===== config.mk =====
export PLATFORM = sky130hd
export DESIGN_NAME = cnt_shift_framer_flat
export DESIGN_NICKNAME = d
export VERILOG_FILES = /design/src/rtl/cnt_shift_framer_if.sv /design/src/rtl/cnt_shift_framer.sv /design/src/flat_wrapper.sv
export SDC_FILE = /design/constraint.sdc
export NUM_CORES = 1
export LEC_CHECK = 0
export CAP_MARGIN = 20
export CORE_UTILIZATION = 30
export CTS_CLUSTER_SIZE = 16
export DETAILED_ROUTE_END_ITERATION = 8
export PLACE_DENSITY_LB_ADDON = 0.05
export SLEW_MARGIN = 15
export SYNTH_ARGS = -nofsm -noshare
export SYNTH_HDL_FRONTEND = slang
export SYNTH_SLANG_ARGS = --single-unit
export TNS_END_PERCENT = 30

===== constraint.sdc =====
create_clock -name clk -period 2.4 [get_ports clk]
set_input_delay 0.48 -clock clk [delete_from_list [all_inputs] [get_ports clk]]
set_output_delay 0.48 -clock clk [all_outputs]
set_load 0.005 [all_outputs]

===== src/rtl/cnt_shift_framer_if.sv =====
// Handshake/data bundle between a framer and its controlling datapath.
// master drives the request side; slave is the framer itself.
interface cnt_shift_framer_if #(
  parameter int unsigned WIDTH = 8
);
  localparam int unsigned CNT_W = $clog2(WIDTH + 1);

  logic             mode;
  logic             start;
  logic             en;
  logic             abort;
  logic             si;
  logic [WIDTH-1:0] pi;
  logic             so;
  logic [WIDTH-1:0] po;
  logic             po_valid;
  logic             done;
  logic             busy;
  logic [CNT_W-1:0] bit_cnt;

  modport master (
    output mode, start, en, abort, si, pi,
    input  so, po, po_valid, done, busy, bit_cnt
  );

  modport slave (
    input  mode, start, en, abort, si, pi,
    output so, po, po_valid, done, busy, bit_cnt
  );
endinterface


===== src/rtl/cnt_shift_framer.sv =====
// Single-frame shift register with built-in bit counter: serialises pi (TX) or
// assembles si into po (RX), with stall, abort and a one-cycle done handshake.
module cnt_shift_framer #(
  parameter int unsigned WIDTH     = 8,
  parameter bit          LSB_FIRST = 1'b0
) (
  input logic              clk,
  input logic              rst_n,
  cnt_shift_framer_if.slave bus
);
  localparam int unsigned      CNT_W   = $clog2(WIDTH + 1);
  localparam logic [CNT_W-1:0] LastCnt = CNT_W'(WIDTH);

  typedef enum logic [1:0] {StIdle, StShift, StDone} state_e;

  state_e           r_state, w_state_d;
  logic [WIDTH-1:0] r_shreg, w_shreg_d;
  logic [WIDTH-1:0] r_po, w_po_d;
  logic [CNT_W-1:0] r_cnt, w_cnt_d;
  logic             r_mode, w_mode_d;
  logic [WIDTH-1:0] w_shifted;
  logic [CNT_W-1:0] w_cnt_inc;
  logic             w_so_bit;

  assign w_cnt_inc = r_cnt + 1'b1;
  assign w_so_bit  = LSB_FIRST ? r_shreg[0] : r_shreg[WIDTH-1];

  // TX drains toward the output end zero-filled; RX pulls si in at the far end
  always_comb begin
    w_shifted = r_shreg;
    if (r_mode) begin
      if (LSB_FIRST) w_shifted = r_shreg >> 1;
      else           w_shifted = r_shreg << 1;
    end else begin
      if (LSB_FIRST) w_shifted = {bus.si, r_shreg[WIDTH-1:1]};
      else           w_shifted = {r_shreg[WIDTH-2:0], bus.si};
    end
  end

  always_comb begin
    w_state_d = r_state;
    w_shreg_d = r_shreg;
    w_po_d    = r_po;
    w_cnt_d   = r_cnt;
    w_mode_d  = r_mode;
    case (r_state)
      StIdle: begin
        if (bus.start && !bus.abort) begin
          w_state_d = StShift;
          w_mode_d  = bus.mode;
          w_cnt_d   = '0;
          if (bus.mode) w_shreg_d = bus.pi;
        end
      end
      StShift: begin
        if (bus.abort) begin
          w_state_d = StIdle;
          w_shreg_d = '0;
        end else if (bus.en) begin
          w_cnt_d   = w_cnt_inc;
          w_shreg_d = w_shifted;
          if (w_cnt_inc == LastCnt) begin
            w_state_d = StDone;
            if (!r_mode) w_po_d = w_shifted;
          end
        end
      end
      StDone: begin
        w_state_d = StIdle;
        if (bus.abort) w_shreg_d = '0;
      end
      default: w_state_d = StIdle;
    endcase
  end

  always_ff @(posedge clk or negedge rst_n) begin
    if (!rst_n) begin
      r_state <= StIdle;
      r_shreg <= '0;
      r_po    <= '0;
      r_cnt   <= '0;
      r_mode  <= 1'b0;
    end else begin
      r_state <= w_state_d;
      r_shreg <= w_shreg_d;
      r_po    <= w_po_d;
      r_cnt   <= w_cnt_d;
      r_mode  <= w_mode_d;
    end
  end

  // An abort landing in the DONE cycle cancels the completion handshake
  assign bus.done     = (r_state == StDone) && !bus.abort;
  assign bus.po_valid = bus.done && !r_mode;
  assign bus.busy     = (r_state != StIdle);
  assign bus.so       = (r_state == StShift) && r_mode && w_so_bit;
  assign bus.po       = r_po;
  assign bus.bit_cnt  = r_cnt;
endmodule


===== src/flat_wrapper.sv =====
// flat-port wrapper written by rule: the top's interface ports become plain ports
module cnt_shift_framer_flat 
#(
  parameter int unsigned WIDTH     = 8,
  parameter bit          LSB_FIRST = 1'b0
)
  (clk, rst_n, bus_mode, bus_start, bus_en, bus_abort, bus_si, bus_pi, bus_so, bus_po, bus_po_valid, bus_done, bus_busy, bus_bit_cnt);
  cnt_shift_framer_if #(.WIDTH(WIDTH)) bus_i ();
  input logic clk;
  input logic rst_n;
  input wire logic [$bits(bus_i.mode)-1:0] bus_mode;
  input wire logic [$bits(bus_i.start)-1:0] bus_start;
  input wire logic [$bits(bus_i.en)-1:0] bus_en;
  input wire logic [$bits(bus_i.abort)-1:0] bus_abort;
  input wire logic [$bits(bus_i.si)-1:0] bus_si;
  input wire logic [$bits(bus_i.pi)-1:0] bus_pi;
  output wire logic [$bits(bus_i.so)-1:0] bus_so;
  output wire logic [$bits(bus_i.po)-1:0] bus_po;
  output wire logic [$bits(bus_i.po_valid)-1:0] bus_po_valid;
  output wire logic [$bits(bus_i.done)-1:0] bus_done;
  output wire logic [$bits(bus_i.busy)-1:0] bus_busy;
  output wire logic [$bits(bus_i.bit_cnt)-1:0] bus_bit_cnt;
  assign bus_i.mode = bus_mode;
  assign bus_i.start = bus_start;
  assign bus_i.en = bus_en;
  assign bus_i.abort = bus_abort;
  assign bus_i.si = bus_si;
  assign bus_i.pi = bus_pi;
  assign bus_so = bus_i.so;
  assign bus_po = bus_i.po;
  assign bus_po_valid = bus_i.po_valid;
  assign bus_done = bus_i.done;
  assign bus_busy = bus_i.busy;
  assign bus_bit_cnt = bus_i.bit_cnt;
  cnt_shift_framer #(.WIDTH(WIDTH), .LSB_FIRST(LSB_FIRST)) u_core (.clk(clk), .rst_n(rst_n), .bus(bus_i));
endmodule

==> results of run 1 <==
## layout by cell type, fill, tap and decap left out, drive strengths merged, types with 2 or more instances in the layout
cell type / instances
mux2: 16
buf: 3
inv: 6
a21o: 2
clkinv: 2
o2bb2ai: 9
nor3: 2
ha: 5
and3: 2
clkbuf: 3
clkdlybuf4s50: 30
nand2b: 2
o21ai: 4
dfrtp: 23
mux2i: 2
and2: 2
and2b: 2
nand3: 2
nand2: 9
## routing by layer
| metal | vias to the layer above | GRT usage | wire length [um] |
|---|---|---|---|
| met5 | - | 0 | 0 |
| met4 | 0 | 0.0559 | 45 |
| met3 | 5 | 0.0223 | 105 |
| met2 | 19 | 0.230 | 1320 |
| met1 | 462 | 0.165 | 1260 |
| li1 | 451 | - | - |
## final timing paths
check | start | to | cells after the start
worst min-delay path | u_core.bus.po[0] | u_core.bus.po[0] | 2
worst min register to register | u_core.bus.po[0] | u_core.bus.po[0] | 2
worst max-delay path | bus_abort | bus_po_valid | 4
max in group asynchronous | rst_n | u_core.r_shreg[6] | 2
min in group asynchronous | rst_n | u_core.bus.bit_cnt[3] | 2
worst max register to register | u_core.r_state[0] | u_core.r_shreg[4] | 6
## kinds of logic after synthesis
family	count (synthesis)
AOI/OAI and AO/OA	21
xor gates and xnor gates	1
adders and majority gates	5
buffers and inverters	10
DFF	23
muxes	18
and+or+nand+nor	28
## metrics by stage
stage / hold WS, ns / total power, W
6_report: 0.493 / 0.00139
5_1_grt: 0.528 / 0.00150
4_1_cts: 0.504 / 0.00142
3_5_place_dp: 0.484 / 0.00117
3_3_place_gp: 0.479 / 0.00117
2_1_floorplan: 0.184 / 0.000981
## state kept, by name (all words and copies together), names as in the netlist
signal and count:
u_core.r_state 2, u_core.bus.po 8, u_core.bus.bit_cnt 4, u_core.r_shreg 8, u_core.r_mode 1
## worst max-delay path: stages
cell and delay, ns:
clkdlybuf4s50_1 0.47, and2b_4 0.28, and2_1 0.12, clkdlybuf4s50_1 0.49
## synthesized netlist by cell type (2+ instances only)
cell	instances	area [um2]
o2bb2ai_1	9	78.8
mux2_4	8	120
o21ai_0	4	20.0
clkbuf_1	2	7.51
mux2_2	8	90.1
mux2i_1	2	20.0
nand2_1	9	33.8
inv_1	6	22.5
dfrtp_1	23	576
nor3_1	2	10.0
and2_1	2	12.5
ha_1	5	62.6
nand2b_1	2	12.5
and3_1	2	12.5
nand3_1	2	10.0
a21o_1	2	15.0
## power breakdown
group	internal (W)	switching, W	total (W)
registers	0.000483	0.0000918	0.000575
clock network	0.000116	0.000123	0.000239
logic	0.000328	0.000252	0.000579
total	0.000927	0.000467	0.00139
## layout make-up
cell class / instances / area share
Multi-Input combinational cell: 73 / 0.379
Clock buffer: 3 / 0.0248
Timing Repair Buffer: 33 / 0.194
Sequential cell: 23 / 0.346
Clock inverter: 1 / 0.00301
Tap cell: 50 / 0.0376
Inverter: 7 / 0.0158
==> results.json, run 1 <==
{
  "status": "complete, no violations",
  "synth_compound_area_frac": 0.134,
  "grt_pass1_wl_um": 4350,
  "synth_edf_count": 0,
  "nNetsFinal": 161,
  "cts.sinks": 23,
  "antenna_found_initial": 0,
  "syn_area_um2": 1250,
  "tightestPinTransition_ns": 0.593,
  "yosysSeqAreaShare": 0.460,
  "ctsResizeCount": 0,
  "n_antenna_cell": 0,
  "clock_path_buffers": 2,
  "setup_slack_ns": 0.0777,
  "numPortBuffers": 30,
  "clock_skew_ns": 0.00408,
  "period_needed_ns": 2.32,
  "die_area_um2": 4440,
  "clock.fmax_mhz": 431,
  "post-place-ws_ns": 0.0748,
  "cellLeakagePower_nw": 0.759,
  "remaining_drc_errors": 0,
  "grt_max_degree": 24,
  "overflow": 0,
  "register_area_um2": 576,
  "globalplace.congestion": 0.813,
  "synth_top_family_by_area": "multiplexers",
  "required_ns": 1.92,
  "vias": 937,
  "syn-num-nets": 126,
  "ys.flop_type": "dfrtp_1",
  "vias_per_cell": 4.93,
  "layout-drive-gt1-share": 0.186,
  "path_max_fanout": 4,
  "placed_cell_area_um2": 1620,
  "path_clk_slew_ns": 0.08,
  "avgSynthCellArea_um2": 11.8,
  "criticalPathCategory": "input pin to output port",
  "syn-instance-count": 106,
  "nFillCells": 383,
  "synthSimpleGateAreaFrac": 0.130,
  "synth-xor-area-share": 0.00699,
  "crit_arrival_ns": 1.84,
  "ys_seq_elements": 23,
  "utilization": 0.416,
  "rsz0062_at_grt": "false",
  "cts_htree_levels": 1,
  "syn2layout_area_growth_pct": 33.0,
  "cp-start-kind": "input pin",
  "ant_nets": 0,
  "cts_root_buffer": "clkbuf_8",
  "finalSetupTns_ns": 0,
  "die_h_um": 66.6,
  "slew_headroom": 0.605,
  "multi_input_area_um2": 632,
  "first_global_vias": 928,
  "hold_violations": 0,
  "grt_usage": 0.134,
  "finalMaxSlewViolations": 0,
  "instances_no_fill": 190,
  "r2r_slack_ns": 0.39,
  "cts_tree": "built",
  "dr.pass1.iters": 4,
  "hold_path.class": "flip-flop to flip-flop",
  "timing.max_cap.violations": 0,
  "cts_made_buffers": 3,
  "placement_rows": 23,
  "yosysWarningCount": 0,
  "worstSetupEndpointType": "output port",
  "ys_async_sr_fraction": 1.00,
  "stdcell_area_um2": 1670,
  "vdd_drop_max_v": 0.000296,
  "finalCritPeriodShare": 0.968,
  "fp.coreArea_um2": 4000,
  "synth_cell_types": 34,
  "yosys.area_share.adder": 0.0500,
  "start_util": 0.313,
  "die_x_um": 66.6,
  "power_density_nw_per_um2": 837,
  "hpwl_um": 2010,
  "dp_cells": 186,
  "finalWirelength_um": 2730,
  "synth.area.mux_share": 0.184,
  "wl_per_cell_um": 14.4,
  "cts_setup_buffers": 0,
  "io_pins": 31,
  "clk-insertion-delay-late_ns": 0.26,
  "finalSetupViolCount": 0,
  "drt_iter0_drc": 45,
  "postCtsHoldBufs": 0
}
Note: power is estimated with default switching activity, not from simulation.
==> run 2, diff against run 1 <==
- HOLD_SLACK_MARGIN: not set -> 0.1
- MAX_ROUTING_LAYER: not set -> met4
- SLEW_MARGIN: 15 -> 25
==> run 2 against run 1 <==
Count of clock-buffer cells in the layout did not move; global-route usage rose by 0.36 points; wire length rose by 0.11%; combinational power barely moved; sequential power barely moved; first-iteration DRC count rose by 27%; non-clock buffer count did not move; fmax barely moved; via count fell by 0.11%; design area did not move.
==> results.json, run 2 (synthesized netlist as in run 1, its figures left out) <==
{
  "die_x_um": 66.6,
  "hold_violations": 0,
  "io_pins": 31,
  "ant_nets": 0,
  "required_ns": 1.92,
  "layout_common_cells": "30 x clkdlybuf4s50_1, 23 x dfrtp_1, 9 x nand2_1, 9 x o2bb2ai_1",
  "nNetsFinal": 161,
  "rsz0062_at_grt": "false",
  "cts_htree_levels": 1,
  "path_max_fanout": 4,
  "clock_skew_ns": 0.00410,
  "first_global_vias": 929,
  "globalplace.congestion": 0.825,
  "clock_path_buffers": 2,
  "timing.max_cap.violations": 0,
  "grt_pass1_wl_um": 4350,
  "vdd_drop_max_v": 0.000296,
  "path_clk_slew_ns": 0.08,
  "wl_met2_um": 1330,
  "clock.fmax_mhz": 431,
  "status": "complete, no violations",
  "remaining_drc_errors": 0,
  "finalWirelength_um": 2730,
  "syn2layout_area_growth_pct": 33.0,
  "dr.pass1.iters": 4,
  "hold_path.class": "flip-flop to flip-flop",
  "antenna_found_initial": 0,
  "instances_no_fill": 190,
  "clk-insertion-delay-late_ns": 0.26,
  "grt_max_degree": 24,
  "cts.sinks": 23,
  "finalCritPeriodShare": 0.968,
  "wl_per_cell_um": 14.4,
  "finalSetupViolCount": 0,
  "cts_tree": "built",
  "criticalPathCategory": "input pin to output port",
  "n_antenna_cell": 0,
  "die_h_um": 66.6,
  "cp-start-kind": "input pin",
  "layout-drive-gt1-share": 0.186,
  "vias": 936,
  "vias_per_cell": 4.93,
  "drt_iter0_drc": 57,
  "placement_rows": 23,
  "tightestPinTransition_ns": 0.592,
  "dp_cells": 186,
  "worstSetupEndpointType": "output port",
  "power_density_nw_per_um2": 837,
  "overflow": 0,
  "finalSetupTns_ns": 0,
  "crit_arrival_ns": 1.84,
  "slew_headroom": 0.605,
  "hpwl_um": 2010,
  "final_common_cell": "clkdlybuf4s50_1",
  "cts_root_buffer": "clkbuf_8",
  "cellLeakagePower_nw": 0.759,
  "ctsResizeCount": 0,
  "period_needed_ns": 2.32,
  "numPortBuffers": 30,
  "met1_length_um": 1260,
  "met3_length_um": 105,
  "cts_setup_buffers": 0,
  "start_util": 0.313,
  "fp.coreArea_um2": 4000,
  "grt_usage": 0.138,
  "highest_layer": "met4",
  "cts_made_buffers": 3,
  "postCtsHoldBufs": 0,
  "die_area_um2": 4440,
  "finalMaxSlewViolations": 0
}
[run 2: cell counts in the layout (fill, tap and decap cells not counted)]
Identical to the previous run, type by type.
[run 2: final timing paths]
path	from	to	cells past startpoint	slack, ns
min in group asynchronous	rst_n	u_core.bus.bit_cnt[3]	2	0.56
min reg2reg	u_core.bus.po[0]	u_core.bus.po[0]	2	0.49
max	bus_abort	bus_po_valid	4	0.08
min	u_core.bus.po[0]	u_core.bus.po[0]	2	0.49
max reg2reg	u_core.r_state[0]	u_core.r_shreg[4]	6	0.39
max in group asynchronous	rst_n	u_core.r_shreg[6]	2	1.60
[run 2: cell type report]
cell class,count,area (um2)
Tap cell,50,62.6
Sequential cell,23,576
Clock buffer,3,41.3
Inverter,7,26.3
Timing Repair Buffer,33,323
Clock inverter,1,5.00
Multi-Input combinational cell,73,632
Fill cell,383,2330
[run 2: report_power, final]
part	switching, W	internal (W)
Clock	0.000123	0.000116
Sequential	0.0000918	0.000483
Combinational	0.000252	0.000328
[run 2: stage by stage]
| stage | power, W | setup WS [ns] | utilization | cell area (um2) | hold WS, ns |
|---|---|---|---|---|---|
| 6_report | 0.00139 | 0.0775 | 0.416 | 1670 | 0.493 |
| 5_1_grt | 0.00150 | 0.0412 | 0.416 | 1670 | 0.528 |
| 4_1_cts | 0.00142 | 0.0787 | 0.416 | 1670 | 0.504 |
| 3_5_place_dp | 0.00117 | 0.0748 | 0.405 | 1620 | 0.484 |
| 3_3_place_gp | 0.00117 | 0.0867 | 0.405 | 1620 | 0.479 |
| 2_1_floorplan | 0.000981 | 0.507 | - | 1250 | 0.184 |
[run 2: worst max-delay path, stage by stage]
cell             delay (ns)
clkdlybuf4s50_1        0.47
and2b_4                0.28
and2_1                 0.12
clkdlybuf4s50_1        0.49
[run 2: routing by layer]
layer | track usage | vias up
met5 | - | -
met4 | 0.0559 | 0
met3 | 0.0223 | 5
met2 | 0.230 | 19
met1 | 0.165 | 461
li1 | - | 451
